[config.mk]
export PLATFORM = sky130hd
export DESIGN_NAME = commit_unit_flat
export DESIGN_NICKNAME = d
export VERILOG_FILES = /design/src/rtl/rob_pkg.sv /design/src/rtl/commit_unit_if.sv /design/src/rtl/commit_wait_ctr.sv /design/src/rtl/commit_unit.sv /design/src/flat_wrapper.sv
export SDC_FILE = /design/constraint.sdc
export NUM_CORES = 1
export LEC_CHECK = 0
export BUFFER_PORTS_ARGS = -buffer_cell sky130_fd_sc_hd__buf_2
export CAP_MARGIN = 5
export CORE_ASPECT_RATIO = 0.6
export CORE_MARGIN = 5
export CORE_UTILIZATION = 40
export CTS_BUF_LIST = sky130_fd_sc_hd__clkbuf_4
export CTS_CLUSTER_DIAMETER = 60
export DETAILED_ROUTE_END_ITERATION = 6
export HOLD_SLACK_MARGIN = 0.15
export PLACE_DENSITY = 0.65
export SKIP_CTS_REPAIR_TIMING = 1
export SYNTH_ARGS = -nofsm -noshare
export SYNTH_HDL_FRONTEND = slang
export SYNTH_SLANG_ARGS = --single-unit
[constraint.sdc]
create_clock -name clock -period 6.1 [get_ports clock]
set_input_delay 0.305 -clock clock [delete_from_list [all_inputs] [get_ports clock]]
set_output_delay 0.305 -clock clock [all_outputs]
set_load 0.02 [all_outputs]
[src/rtl/rob_pkg.sv]
// Shared ROB/commit definitions: bus widths, commit FSM states, retire-bus payload.
package rob_pkg;

  localparam int unsigned TAG_W  = 5;
  localparam int unsigned REG_W  = 5;
  localparam int unsigned DATA_W = 32;

  typedef enum logic [1:0] {
    ST_RUN        = 2'd0,
    ST_STORE_WAIT = 2'd1,
    ST_FLUSH      = 2'd2
  } commit_state_e;

  // Head-of-ROB entry as seen on the retire bus.
  typedef struct packed {
    logic [TAG_W-1:0]  rd_tag;
    logic [REG_W-1:0]  rd_reg;
    logic [DATA_W-1:0] data;
    logic [DATA_W-1:0] pc;
    logic              branch;
    logic              branch_taken;
    logic              store_ready;
  } retire_t;

endpackage

[src/rtl/commit_unit_if.sv]
// Commit-stage bus bundle: ROB retire bus in, ARF write, store-commit handshake,
// flush redirect, tag free-list return and status out.
//   slave  : commit_unit side
//   master : ROB / store buffer / front-end side
interface commit_unit_if;
  import rob_pkg::*;

  logic              Retire_valid;
  logic [TAG_W-1:0]  Retire_rd_tag;
  logic [REG_W-1:0]  Retire_rd_reg;
  logic [DATA_W-1:0] Retire_data;
  logic [DATA_W-1:0] Retire_pc;
  logic              Retire_branch;
  logic              Retire_branch_taken;
  logic              Retire_store_ready;
  logic              Retire_ack;
  logic              Arf_we;
  logic [REG_W-1:0]  Arf_waddr;
  logic [DATA_W-1:0] Arf_wdata;
  logic              St_commit_valid;
  logic [TAG_W-1:0]  St_commit_tag;
  logic              St_commit_ack;
  logic              Flush;
  logic [DATA_W-1:0] Flush_pc;
  logic              Tag_free_valid;
  logic [TAG_W-1:0]  Tag_free_tag;
  logic [DATA_W-1:0] Last_commit_pc;
  logic [DATA_W-1:0] Commit_count;
  logic              Error;

  modport slave (
    input  Retire_valid, Retire_rd_tag, Retire_rd_reg, Retire_data, Retire_pc,
           Retire_branch, Retire_branch_taken, Retire_store_ready, St_commit_ack,
    output Retire_ack, Arf_we, Arf_waddr, Arf_wdata, St_commit_valid, St_commit_tag,
           Flush, Flush_pc, Tag_free_valid, Tag_free_tag, Last_commit_pc,
           Commit_count, Error
  );

  modport master (
    output Retire_valid, Retire_rd_tag, Retire_rd_reg, Retire_data, Retire_pc,
           Retire_branch, Retire_branch_taken, Retire_store_ready, St_commit_ack,
    input  Retire_ack, Arf_we, Arf_waddr, Arf_wdata, St_commit_valid, St_commit_tag,
           Flush, Flush_pc, Tag_free_valid, Tag_free_tag, Last_commit_pc,
           Commit_count, Error
  );

endinterface

[src/rtl/commit_wait_ctr.sv]
// Loadable up/down counter shared by the flush hold-off and the store-ack timeout.
// Ports: clk, rst_n; load/load_val set the count; inc counts up (saturating at
// LIMIT); dec counts down to zero; done = count is zero; timeout = the next
// increment reaches LIMIT (or it has already been reached).
module commit_wait_ctr #(
  parameter int unsigned CNT_W = 7,
  parameter int unsigned LIMIT = 64
) (
  input  logic             clk,
  input  logic             rst_n,
  input  logic             load,
  input  logic [CNT_W-1:0] load_val,
  input  logic             inc,
  input  logic             dec,
  output logic             done,
  output logic             timeout
);

  logic [CNT_W-1:0] cnt;

  always_ff @(posedge clk or negedge rst_n) begin
    if (!rst_n) begin
      cnt <= '0;
    end else if (load) begin
      cnt <= load_val;
    end else if (inc && (cnt < CNT_W'(LIMIT))) begin
      cnt <= cnt + CNT_W'(1);
    end else if (dec && (cnt != '0)) begin
      cnt <= cnt - CNT_W'(1);
    end
  end

  assign done    = (cnt == '0);
  assign timeout = (cnt >= CNT_W'(LIMIT - 1));

endmodule

[src/rtl/commit_unit.sv]
// In-order commit stage. Retires one ROB head entry per cycle: ALU results go to
// the ARF, stores are handed to the store buffer (valid/ack), taken branches
// raise a one-cycle flush with redirect PC and hold off retire for FLUSH_CYCLES.
// Ports: clock, reset (async, active-low), bus (commit_unit_if.slave).
module commit_unit
  import rob_pkg::*;
#(
  parameter int unsigned FLUSH_CYCLES = 2,
  parameter int unsigned ST_TIMEOUT   = 64
) (
  input  logic          clock,
  input  logic          reset,
  commit_unit_if.slave  bus
);

  localparam int unsigned CNT_MAX = (ST_TIMEOUT > FLUSH_CYCLES) ? ST_TIMEOUT : FLUSH_CYCLES;
  localparam int unsigned CNT_W   = $clog2(CNT_MAX + 1);

  commit_state_e     state_q, state_d;
  retire_t           head;
  logic              accept;

  logic              arf_we_q, arf_we_d;
  logic [REG_W-1:0]  arf_waddr_q, arf_waddr_d;
  logic [DATA_W-1:0] arf_wdata_q, arf_wdata_d;
  logic              st_valid_q, st_valid_d;
  logic [TAG_W-1:0]  st_tag_q, st_tag_d;
  logic [DATA_W-1:0] st_pc_q, st_pc_d;
  logic              flush_q, flush_d;
  logic [DATA_W-1:0] flush_pc_q, flush_pc_d;
  logic              free_valid_q, free_valid_d;
  logic [TAG_W-1:0]  free_tag_q, free_tag_d;
  logic [DATA_W-1:0] last_pc_q, last_pc_d;
  logic [DATA_W-1:0] count_q, count_d;
  logic              error_q, error_d;

  logic              ctr_load, ctr_inc, ctr_dec, ctr_done, ctr_timeout;
  logic [CNT_W-1:0]  ctr_load_val;

  assign head = '{rd_tag:       bus.Retire_rd_tag,
                  rd_reg:       bus.Retire_rd_reg,
                  data:         bus.Retire_data,
                  pc:           bus.Retire_pc,
                  branch:       bus.Retire_branch,
                  branch_taken: bus.Retire_branch_taken,
                  store_ready:  bus.Retire_store_ready};

  assign bus.Retire_ack = (state_q == ST_RUN);
  assign accept         = bus.Retire_valid && (state_q == ST_RUN);

  commit_wait_ctr #(
    .CNT_W (CNT_W),
    .LIMIT (ST_TIMEOUT)
  ) u_wait_ctr (
    .clk      (clock),
    .rst_n    (reset),
    .load     (ctr_load),
    .load_val (ctr_load_val),
    .inc      (ctr_inc),
    .dec      (ctr_dec),
    .done     (ctr_done),
    .timeout  (ctr_timeout)
  );

  // Next-state and next registered-output values.
  always_comb begin
    state_d      = state_q;
    arf_we_d     = 1'b0;
    arf_waddr_d  = arf_waddr_q;
    arf_wdata_d  = arf_wdata_q;
    st_valid_d   = st_valid_q;
    st_tag_d     = st_tag_q;
    st_pc_d      = st_pc_q;
    flush_d      = 1'b0;
    flush_pc_d   = flush_pc_q;
    free_valid_d = 1'b0;
    free_tag_d   = free_tag_q;
    last_pc_d    = last_pc_q;
    count_d      = count_q;
    error_d      = error_q;
    ctr_load     = 1'b0;
    ctr_load_val = '0;
    ctr_inc      = 1'b0;
    ctr_dec      = 1'b0;

    unique case (state_q)
      ST_RUN: begin
        if (accept) begin
          if (head.store_ready) begin
            // Store wins over branch flags; commit completes on ack.
            st_valid_d = 1'b1;
            st_tag_d   = head.rd_tag;
            st_pc_d    = head.pc;
            ctr_load   = 1'b1;
            state_d    = ST_STORE_WAIT;
          end else begin
            free_valid_d = 1'b1;
            free_tag_d   = head.rd_tag;
            last_pc_d    = head.pc;
            count_d      = count_q + DATA_W'(1);
            if (head.branch && head.branch_taken) begin
              // Front end predicted not-taken: redirect to the target.
              flush_d      = 1'b1;
              flush_pc_d   = head.data;
              ctr_load     = 1'b1;
              ctr_load_val = CNT_W'(FLUSH_CYCLES - 1);
              state_d      = ST_FLUSH;
            end else if (!head.branch && (head.rd_reg != '0)) begin
              arf_we_d    = 1'b1;
              arf_waddr_d = head.rd_reg;
              arf_wdata_d = head.data;
            end
          end
        end
      end
      ST_STORE_WAIT: begin
        if (bus.St_commit_ack) begin
          st_valid_d   = 1'b0;
          free_valid_d = 1'b1;
          free_tag_d   = st_tag_q;
          last_pc_d    = st_pc_q;
          count_d      = count_q + DATA_W'(1);
          state_d      = ST_RUN;
        end else begin
          ctr_inc = 1'b1;
          if (ctr_timeout) begin
            error_d = 1'b1;
          end
        end
      end
      ST_FLUSH: begin
        if (ctr_done) begin
          state_d = ST_RUN;
        end else begin
          ctr_dec = 1'b1;
        end
      end
      default: state_d = ST_RUN;
    endcase
  end

  // State and output registers.
  always_ff @(posedge clock or negedge reset) begin
    if (!reset) begin
      state_q      <= ST_RUN;
      arf_we_q     <= 1'b0;
      arf_waddr_q  <= '0;
      arf_wdata_q  <= '0;
      st_valid_q   <= 1'b0;
      st_tag_q     <= '0;
      st_pc_q      <= '0;
      flush_q      <= 1'b0;
      flush_pc_q   <= '0;
      free_valid_q <= 1'b0;
      free_tag_q   <= '0;
      last_pc_q    <= '0;
      count_q      <= '0;
      error_q      <= 1'b0;
    end else begin
      state_q      <= state_d;
      arf_we_q     <= arf_we_d;
      arf_waddr_q  <= arf_waddr_d;
      arf_wdata_q  <= arf_wdata_d;
      st_valid_q   <= st_valid_d;
      st_tag_q     <= st_tag_d;
      st_pc_q      <= st_pc_d;
      flush_q      <= flush_d;
      flush_pc_q   <= flush_pc_d;
      free_valid_q <= free_valid_d;
      free_tag_q   <= free_tag_d;
      last_pc_q    <= last_pc_d;
      count_q      <= count_d;
      error_q      <= error_d;
    end
  end

  assign bus.Arf_we          = arf_we_q;
  assign bus.Arf_waddr       = arf_waddr_q;
  assign bus.Arf_wdata       = arf_wdata_q;
  assign bus.St_commit_valid = st_valid_q;
  assign bus.St_commit_tag   = st_tag_q;
  assign bus.Flush           = flush_q;
  assign bus.Flush_pc        = flush_pc_q;
  assign bus.Tag_free_valid  = free_valid_q;
  assign bus.Tag_free_tag    = free_tag_q;
  assign bus.Last_commit_pc  = last_pc_q;
  assign bus.Commit_count    = count_q;
  assign bus.Error           = error_q;

endmodule

[src/flat_wrapper.sv]
// flat-port wrapper written by rule: the top's interface ports become plain ports
module commit_unit_flat import rob_pkg::*;
#(
  parameter int unsigned FLUSH_CYCLES = 2,
  parameter int unsigned ST_TIMEOUT   = 64
)
  (clock, reset, bus_Retire_valid, bus_Retire_rd_tag, bus_Retire_rd_reg, bus_Retire_data, bus_Retire_pc, bus_Retire_branch, bus_Retire_branch_taken, bus_Retire_store_ready, bus_St_commit_ack, bus_Retire_ack, bus_Arf_we, bus_Arf_waddr, bus_Arf_wdata, bus_St_commit_valid, bus_St_commit_tag, bus_Flush, bus_Flush_pc, bus_Tag_free_valid, bus_Tag_free_tag, bus_Last_commit_pc, bus_Commit_count, bus_Error);
  commit_unit_if bus_i ();
  input  logic clock;
  input  logic reset;
  input wire logic [$bits(bus_i.Retire_valid)-1:0] bus_Retire_valid;
  input wire logic [$bits(bus_i.Retire_rd_tag)-1:0] bus_Retire_rd_tag;
  input wire logic [$bits(bus_i.Retire_rd_reg)-1:0] bus_Retire_rd_reg;
  input wire logic [$bits(bus_i.Retire_data)-1:0] bus_Retire_data;
  input wire logic [$bits(bus_i.Retire_pc)-1:0] bus_Retire_pc;
  input wire logic [$bits(bus_i.Retire_branch)-1:0] bus_Retire_branch;
  input wire logic [$bits(bus_i.Retire_branch_taken)-1:0] bus_Retire_branch_taken;
  input wire logic [$bits(bus_i.Retire_store_ready)-1:0] bus_Retire_store_ready;
  input wire logic [$bits(bus_i.St_commit_ack)-1:0] bus_St_commit_ack;
  output wire logic [$bits(bus_i.Retire_ack)-1:0] bus_Retire_ack;
  output wire logic [$bits(bus_i.Arf_we)-1:0] bus_Arf_we;
  output wire logic [$bits(bus_i.Arf_waddr)-1:0] bus_Arf_waddr;
  output wire logic [$bits(bus_i.Arf_wdata)-1:0] bus_Arf_wdata;
  output wire logic [$bits(bus_i.St_commit_valid)-1:0] bus_St_commit_valid;
  output wire logic [$bits(bus_i.St_commit_tag)-1:0] bus_St_commit_tag;
  output wire logic [$bits(bus_i.Flush)-1:0] bus_Flush;
  output wire logic [$bits(bus_i.Flush_pc)-1:0] bus_Flush_pc;
  output wire logic [$bits(bus_i.Tag_free_valid)-1:0] bus_Tag_free_valid;
  output wire logic [$bits(bus_i.Tag_free_tag)-1:0] bus_Tag_free_tag;
  output wire logic [$bits(bus_i.Last_commit_pc)-1:0] bus_Last_commit_pc;
  output wire logic [$bits(bus_i.Commit_count)-1:0] bus_Commit_count;
  output wire logic [$bits(bus_i.Error)-1:0] bus_Error;
  assign bus_i.Retire_valid = bus_Retire_valid;
  assign bus_i.Retire_rd_tag = bus_Retire_rd_tag;
  assign bus_i.Retire_rd_reg = bus_Retire_rd_reg;
  assign bus_i.Retire_data = bus_Retire_data;
  assign bus_i.Retire_pc = bus_Retire_pc;
  assign bus_i.Retire_branch = bus_Retire_branch;
  assign bus_i.Retire_branch_taken = bus_Retire_branch_taken;
  assign bus_i.Retire_store_ready = bus_Retire_store_ready;
  assign bus_i.St_commit_ack = bus_St_commit_ack;
  assign bus_Retire_ack = bus_i.Retire_ack;
  assign bus_Arf_we = bus_i.Arf_we;
  assign bus_Arf_waddr = bus_i.Arf_waddr;
  assign bus_Arf_wdata = bus_i.Arf_wdata;
  assign bus_St_commit_valid = bus_i.St_commit_valid;
  assign bus_St_commit_tag = bus_i.St_commit_tag;
  assign bus_Flush = bus_i.Flush;
  assign bus_Flush_pc = bus_i.Flush_pc;
  assign bus_Tag_free_valid = bus_i.Tag_free_valid;
  assign bus_Tag_free_tag = bus_i.Tag_free_tag;
  assign bus_Last_commit_pc = bus_i.Last_commit_pc;
  assign bus_Commit_count = bus_i.Commit_count;
  assign bus_Error = bus_i.Error;
  commit_unit #(.FLUSH_CYCLES(FLUSH_CYCLES), .ST_TIMEOUT(ST_TIMEOUT)) u_core (.clock(clock), .reset(reset), .bus(bus_i));
endmodule
== Word level (Yosys, flattened, before mapping) ==
Index checks and enable logic that the tools add are counted.
Operators by class
  multiplexer cells: 49
  add/subtract/negate cells: 3
  multipliers: 0
  eq/ne operators: 8
  div/mod/pow operators: 0
  order comparisons: 2
  bitwise gates (word level): 3
  reductions and logical operators: 19
  shifts and indexed selects: 0
Operators by type and width (number)
  two-way mux 32 bit: 6
  case mux 32 bit (2 select lines): 2
  two-way mux 7 bit: 6
  adder 32 x 1 -> 32 bit, second input constant: 1
  two-way mux 1 bit: 23
  AND reduction 4 bit: 4
  two-way mux 5 bit: 3
  two-way mux 2 bit: 5
  case mux 5 bit (2 select lines): 1
  adder 7 x 1 -> 7 bit, second input constant: 1
  greater-or-equal comparator 7 x 6 -> 1 bit, second input constant: 1
  zero test 7 bit: 1
  < comparator 7 bit, second input constant: 1
  nonzero test 7 bit: 1
  subtractor 7 x 1 -> 7 bit, second input constant: 1
  inequality test 2 bit, second input constant: 3
  case mux 2 bit (3 select lines): 1
  AND reduction 3 bit: 2
  logical AND 1 bit: 5
  AND reduction 5 bit: 1
  nonzero test 5 bit: 1
  inequality test 2 x 1 -> 1 bit, second input constant: 2
  case mux 1 bit (2 select lines): 2
  inequality test 3 x 2 -> 1 bit, second input constant: 1
  7 further kinds: 9
Word-level totals
  output and inout port bits: 149
  flip-flop bits (word level): 189
  input bits: 81
  bits in latches: 0
  word-level logic and storage cells: 99
  memory bits (writable): 0
  memories kept: 0
  bits in read-only memories: 0

== Logic depth before layout (Yosys ltp) ==
  word-level depth: 7
  depth in mapped cells: 10
  mapped depth without buffers: 9

== Hierarchy ==
From an unflattened synthesis, not the netlist that was laid out.
Unflattened totals
  cell total of the unflattened synthesis: 653
  area, all modules: 8036.5 um2
By module, submodules not included
  commit_unit: area an instance 7367.1 um2, sequential area each 4554.4 um2, cells each 584, times used 1
  commit_wait_ctr: area an instance 669.4 um2, sequential area each 175.2 um2, cells each 69, times used 1

== Worst setup path after synthesis ==
OpenSTA, ideal clock, no wires.
  kind: reg-to-reg
  from: register u_core.state_q[1]
  to: register u_core.u_wait_ctr.cnt[6]
  slack: 3.892 ns
  period minus slack after synthesis: 2.208 ns
  data required time: 5.967 ns
  stages on the path, launching flop included: 10
  library setup time: 0.133 ns
  buffers on the path: 1
  arrival: 2.075 ns
  path through: dfrtp_1 > nand2b_1 > clkbuf_1 > or3_1 > ha_1 > a21oi_1 > nand2_1 > a41o_1 > mux2i_1 > o22ai_1
On the way
  word-level cells in the longest chain between the ends: 5
  elaborated cells on any way between the ends: 15
  classes of those cells: eq/ne (2); mux (8); reduce/logical (5)
Ends and longest elaborated chain
  start, declared: RTL line commit_unit.sv:19  | commit_state_e state_q, state_d;
  start signal, assigned: RTL line commit_unit.sv:160  | state_q <= state_d;
  == test 2 x 1 -> 1 bit / zero test 2 bit (equally long branches): RTL line commit_unit.sv:86, commit_unit.sv:49
  two-way mux 1 bit / logical AND 1 bit (equally long branches): RTL line commit_unit.sv:86, commit_unit.sv:49
  logical AND 1 bit, or another cell as far along: RTL line commit_wait_ctr.sv:26  | end else if (inc && (cnt < CNT_W'(LIMIT))) begin
  two-way mux 7 bit, or another cell as far along: RTL line commit_wait_ctr.sv:26
  two-way mux 7 bit / nonzero test 3 bit (equally long branches)
  end signal, assigned: RTL line commit_wait_ctr.sv:25  | cnt <= load_val;
  end signal, assigned: RTL line commit_wait_ctr.sv:27  | cnt <= cnt + CNT_W'(1);
  end signal, assigned: RTL line commit_wait_ctr.sv:29  | cnt <= cnt - CNT_W'(1);
  end, declared: RTL line commit_wait_ctr.sv:19  | logic [CNT_W-1:0] cnt;
Several ways; a longest one is shown, not always the timed one.
A chain may end at the register's enable or synchronous reset.

== Worst setup path after layout ==
Ends and elaborated chain as after synthesis.

==> results.rst <==
.. list-table::
   :header-rows: 1

   * - Metric
     - Value
   * - Result of the run
     - finished clean
   * - Die Footprint
     - approximately 0.023 sq mm
   * - Via count of the first global-routing pass
     - roughly 5300
   * - WP depth
     - 10
   * - Final critical-path required period
     - between 2 and 3 ns
   * - Critical path cell sequence
     - nand2b_2 > buf_4 > or3_1 > inv_1 > fa_1 > inv_1 > a21o_1 > a41o_1 > mux2i_1 > o22ai_1
   * - Final Hold Viols
     - 0
   * - Latest clock arrival within the worst-skew pair
     - between 0.5 and 0.6 ns
   * - Combined buffer and inverter count along the critical path
     - 3
   * - Sort of element at the end of the critical path
     - flip-flop
   * - Ratio of routed vias to standard cells
     - ~4.7
   * - Area growth from synthesis to layout
     - 31.31%
   * - Number of max-slew violations in the final report
     - 0
   * - Die span in x
     - between 150 and 200 um
   * - Cell area after synthesis
     - around 0.008 sq mm
   * - Grt ovf
     - 0
   * - Critical path's top delay family
     - buffers and inverters
   * - Least-Margin Pin Slew
     - between 0.9 and 1 ns
   * - Worst path setup slack after routing
     - 3.239 ns
   * - Highest cell delay on the worst timing path
     - between 0.5 and 0.6 ns
   * - Category of the worst setup path launch point
     - flip-flop
   * - Number of instances in the synthesized netlist
     - around 610
   * - Critical Path AT
     - 3.30 ns
   * - Hold Path Class
     - in2async
   * - Register-to-register setup slack
     - between 3 and 4 ns
   * - Worst Reg2Reg Path Length in Cells
     - 10
   * - Worst VDD drop
     - about 280 uV
   * - Wire length per cell
     - 15.91 um
   * - DP Worst Slack
     - between 3 and 4 ns
   * - Maximum number of pins on one net before global-route repair
     - 77
   * - Net count after synthesis
     - between 600 and 700
   * - Drt drc
     - 0
   * - Cell area power density
     - 453.1 mW/mm^2
   * - Number of antenna violations at the first check in global routing
     - 0
   * - Maximum count of clock buffers along a single path
     - 2
   * - Post-Route WL
     - approximately 19000 um
   * - Overall track demand over capacity in global routing
     - 0.1599
   * - Inserted Diodes
     - 0
   * - Boundary pin count
     - 230
   * - # fillers
     - roughly 1800
   * - Initial Util
     - 0.4028
   * - First-iteration detailed-routing DRC count
     - between 200 and 250
   * - Number of instances in the placed design
     - 1085
   * - Mean post-synth cell area
     - between 10 and 15 sq um
   * - Crit Path Max Fanout
     - 40
   * - Setup violators final
     - 0
   * - Global-route wire length before repair
     - 29130 um
   * - Kind of critical path
     - reg2reg
   * - First element of the critical path
     - u_core.state_q[1]
   * - Slowest-stage cell, CP
     - sky130_fd_sc_hd__buf_4
   * - Maximum clock skew at final layout
     - 0.01487 ns
   * - CTS HTree Levels
     - 4
   * - Leakage
     - ~5.2 nW
   * - Clock tree from TritonCTS
     - yes
   * - Area of the core region
     - 0.01977 sq mm
   * - Overall power consumption
     - between 4 and 5 mW
   * - Vertical die dimension
     - ~120 um
   * - Flops & latches, synth
     - about 190
   * - Root buffer cell
     - sky130_fd_sc_hd__clkbuf_4
   * - Worst reg2reg startpoint
     - u_core.state_q[1]
   * - Number of library cell types mapped by synthesis
     - 44
   * - Layout cells sized above 1
     - 0.3380
   * - Dpl hpwl
     - about 13000 um
   * - Count of standard-cell rows
     - 40
   * - Design Area, Final
     - 0.01046 sq mm
   * - Setup TNS
     - 0 ns
   * - Final Net Count
     - 1000
   * - Number of vias after detailed routing
     - ~5600
   * - Reported max-cap violation count
     - 0
   * - Most frequent CP cell
     - sky130_fd_sc_hd__inv_1
   * - Non-Filler Instances
     - 1196
   * - Unrepaired setup endpoints after global routing
     - no
   * - Number of nets still failing antenna checks after routing
     - 0
   * - First-pass iteration count of the detailed router
     - 4
   * - Total number of yosys warnings
     - 0
   * - Count of port buffers added during placement
     - roughly 230
   * - Critical path required time
     - approximately 6.5 ns
   * - Relative slew margins
     - 0.3606
   * - DP Area
     - approximately 0.0094 sq mm
   * - Timing endpoint of the critical path
     - u_core.u_wait_ctr.cnt[6]
   * - Final RePlAce weighted congestion
     - between 0.8 and 0.9
   * - Sequential cell area fraction in the yosys report
     - 0.5939
   * - FMAX
     - roughly 350 MHz
   * - Crit share post-route
     - 0.4690
   * - Critical register-to-register path endpoint
     - u_core.u_wait_ctr.cnt[6]
   * - Number of buffers created by CTS
     - 17
   * - Register clock-pin slew on the reported worst setup and hold paths
     - roughly 0.15 ns
   * - Number of sinks handled by clock tree synthesis
     - approximately 190
## registers in the layout (all words and copies together) (netlist names), 2 cells and up
name and flops:
u_core.u_wait_ctr.cnt 7, u_core.bus.Arf_wdata 32, u_core.bus.St_commit_tag 5, u_core.bus.Tag_free_tag 5, u_core.state_q 2, u_core.st_pc_q 32
u_core.bus.Arf_waddr 5, u_core.bus.Flush_pc 32, u_core.bus.Last_commit_pc 32, u_core.bus.Commit_count 32
## worst reg2reg max path, cell delays in order, from the launching register on
cell	delay [ns]
sky130_fd_sc_hd__dfrtp_1	0.45
sky130_fd_sc_hd__nand2b_2	0.14
sky130_fd_sc_hd__buf_4	0.55
sky130_fd_sc_hd__or3_1	0.41
sky130_fd_sc_hd__inv_1	0.10
sky130_fd_sc_hd__fa_1	0.40
sky130_fd_sc_hd__inv_1	0.07
sky130_fd_sc_hd__a21o_1	0.13
sky130_fd_sc_hd__a41o_1	0.22
sky130_fd_sc_hd__mux2i_1	0.18
sky130_fd_sc_hd__o22ai_1	0.09
## logic make-up (layout without fill, tap and decap cells)
group,after synthesis,after routing,synth area share
AND/OR/NAND/NOR,124,124,0.08154
buffers and inverters,41,359,0.02623
flip-flops,189,189,0.5939
adder cells (fa/ha/maj),9,9,0.01508
multiplexers,145,145,0.1989
AO/OA/AOI/OAI,62,62,0.04587
XOR/XNOR,35,35,0.03849
## final cells by class
type | count | area [sq um] | area share
clock inverters | 15 | 170.2 | 0.01627
inverters | 13 | 48.80 | 0.004666
flip-flops and latches | 189 | 4730 | 0.4523
well taps | 273 | 341.6 | 0.03266
repair buffers | 314 | 1991 | 0.1904
multi-input cells | 375 | 3049 | 0.2916
clock buffers | 17 | 127.6 | 0.01220
## worst min-delay path by stage
stage | end | start | cells after the start
4_1_cts | u_core.bus.Flush_pc[7] | reset | 1
6_report | u_core.bus.Flush_pc[3] | reset | 2
5_1_grt | u_core.bus.Arf_wdata[2] | reset | 2
3_3_place_gp | u_core.bus.Arf_wdata[5] | reset | 1
3_5_place_dp | u_core.bus.Arf_wdata[5] | reset | 1
2_1_floorplan | u_core.bus.Arf_waddr[0] | reset | 0
## cells in the mapped netlist (all sizes together)
library cell  count  area share
o31ai             1     0.00094
nor3             13      0.0082
and4              1      0.0011
mux2i            39       0.049
a31oi             2      0.0016
o31a              2      0.0022
a41o              1      0.0013
a21o              3      0.0028
or4b              1      0.0013
ha                8       0.013
nand3b            1     0.00094
or4               1     0.00094
buf              16       0.014
a211oi            2      0.0019
nand2            55       0.026
xnor2            16       0.018
or3               1     0.00079
fa                1      0.0025
inv              13      0.0061
and2              1     0.00079
and3              6      0.0047
nand4            10      0.0079
a21oi             5      0.0060
clkbuf           12      0.0057
o22ai             2      0.0016
xor2             19       0.021
mux2            106        0.15
dfrtp           189        0.59
o21ai            44       0.028
nand3            16       0.013
nand2b            2      0.0016
nor2             12      0.0077
nor4              4      0.0066
## report_power, final
part / internal [mW] / switching [mW] / leakage [nW]
clock: 0.284 / 0.430 / 0.162
combinational: 0.786 / 1.17 / 2.76
sequential: 1.77 / 0.298 / 2.32
## metal layers
metal,GRT usage,share of wire
met4,0.03785,0.0076
met1,0.2317,0.48
met3,0.05800,0.058
met5,0,0
met2,0.2287,0.45
## cells in the final DEF, fill, tap and decap left out, types with 3 or more instances in the layout
cell type	instances
sky130_fd_sc_hd__mux2_1	74
sky130_fd_sc_hd__nand4_1	10
sky130_fd_sc_hd__xnor2_1	16
sky130_fd_sc_hd__inv_1	12
sky130_fd_sc_hd__buf_2	228
sky130_fd_sc_hd__and3_1	6
sky130_fd_sc_hd__dfrtp_1	189
sky130_fd_sc_hd__mux2_2	32
sky130_fd_sc_hd__nor3_1	13
sky130_fd_sc_hd__nand2_1	55
sky130_fd_sc_hd__buf_4	6
sky130_fd_sc_hd__dlygate4sd3_1	79
sky130_fd_sc_hd__a21o_1	3
sky130_fd_sc_hd__xor2_1	19
sky130_fd_sc_hd__bufinv_16	3
sky130_fd_sc_hd__o21ai_0	15
sky130_fd_sc_hd__mux2i_1	39
sky130_fd_sc_hd__nand3_1	14
sky130_fd_sc_hd__nor2_1	10
sky130_fd_sc_hd__ha_1	8
sky130_fd_sc_hd__o21ai_1	29
sky130_fd_sc_hd__a21oi_1	3
sky130_fd_sc_hd__clkinv_2	6
sky130_fd_sc_hd__clkbuf_4	17
## metrics by stage
step | util | hold slack (ns)
CTS | 0.4890 | -0.3984
floorplan | - | 0.009409
global placement | 0.4739 | 0.2831
detailed placement | 0.4739 | 0.2837
finish | 0.5290 | 0.2297
global route | 0.5290 | 0.1971
No activity file was read; power rests on OpenSTA's default activity.
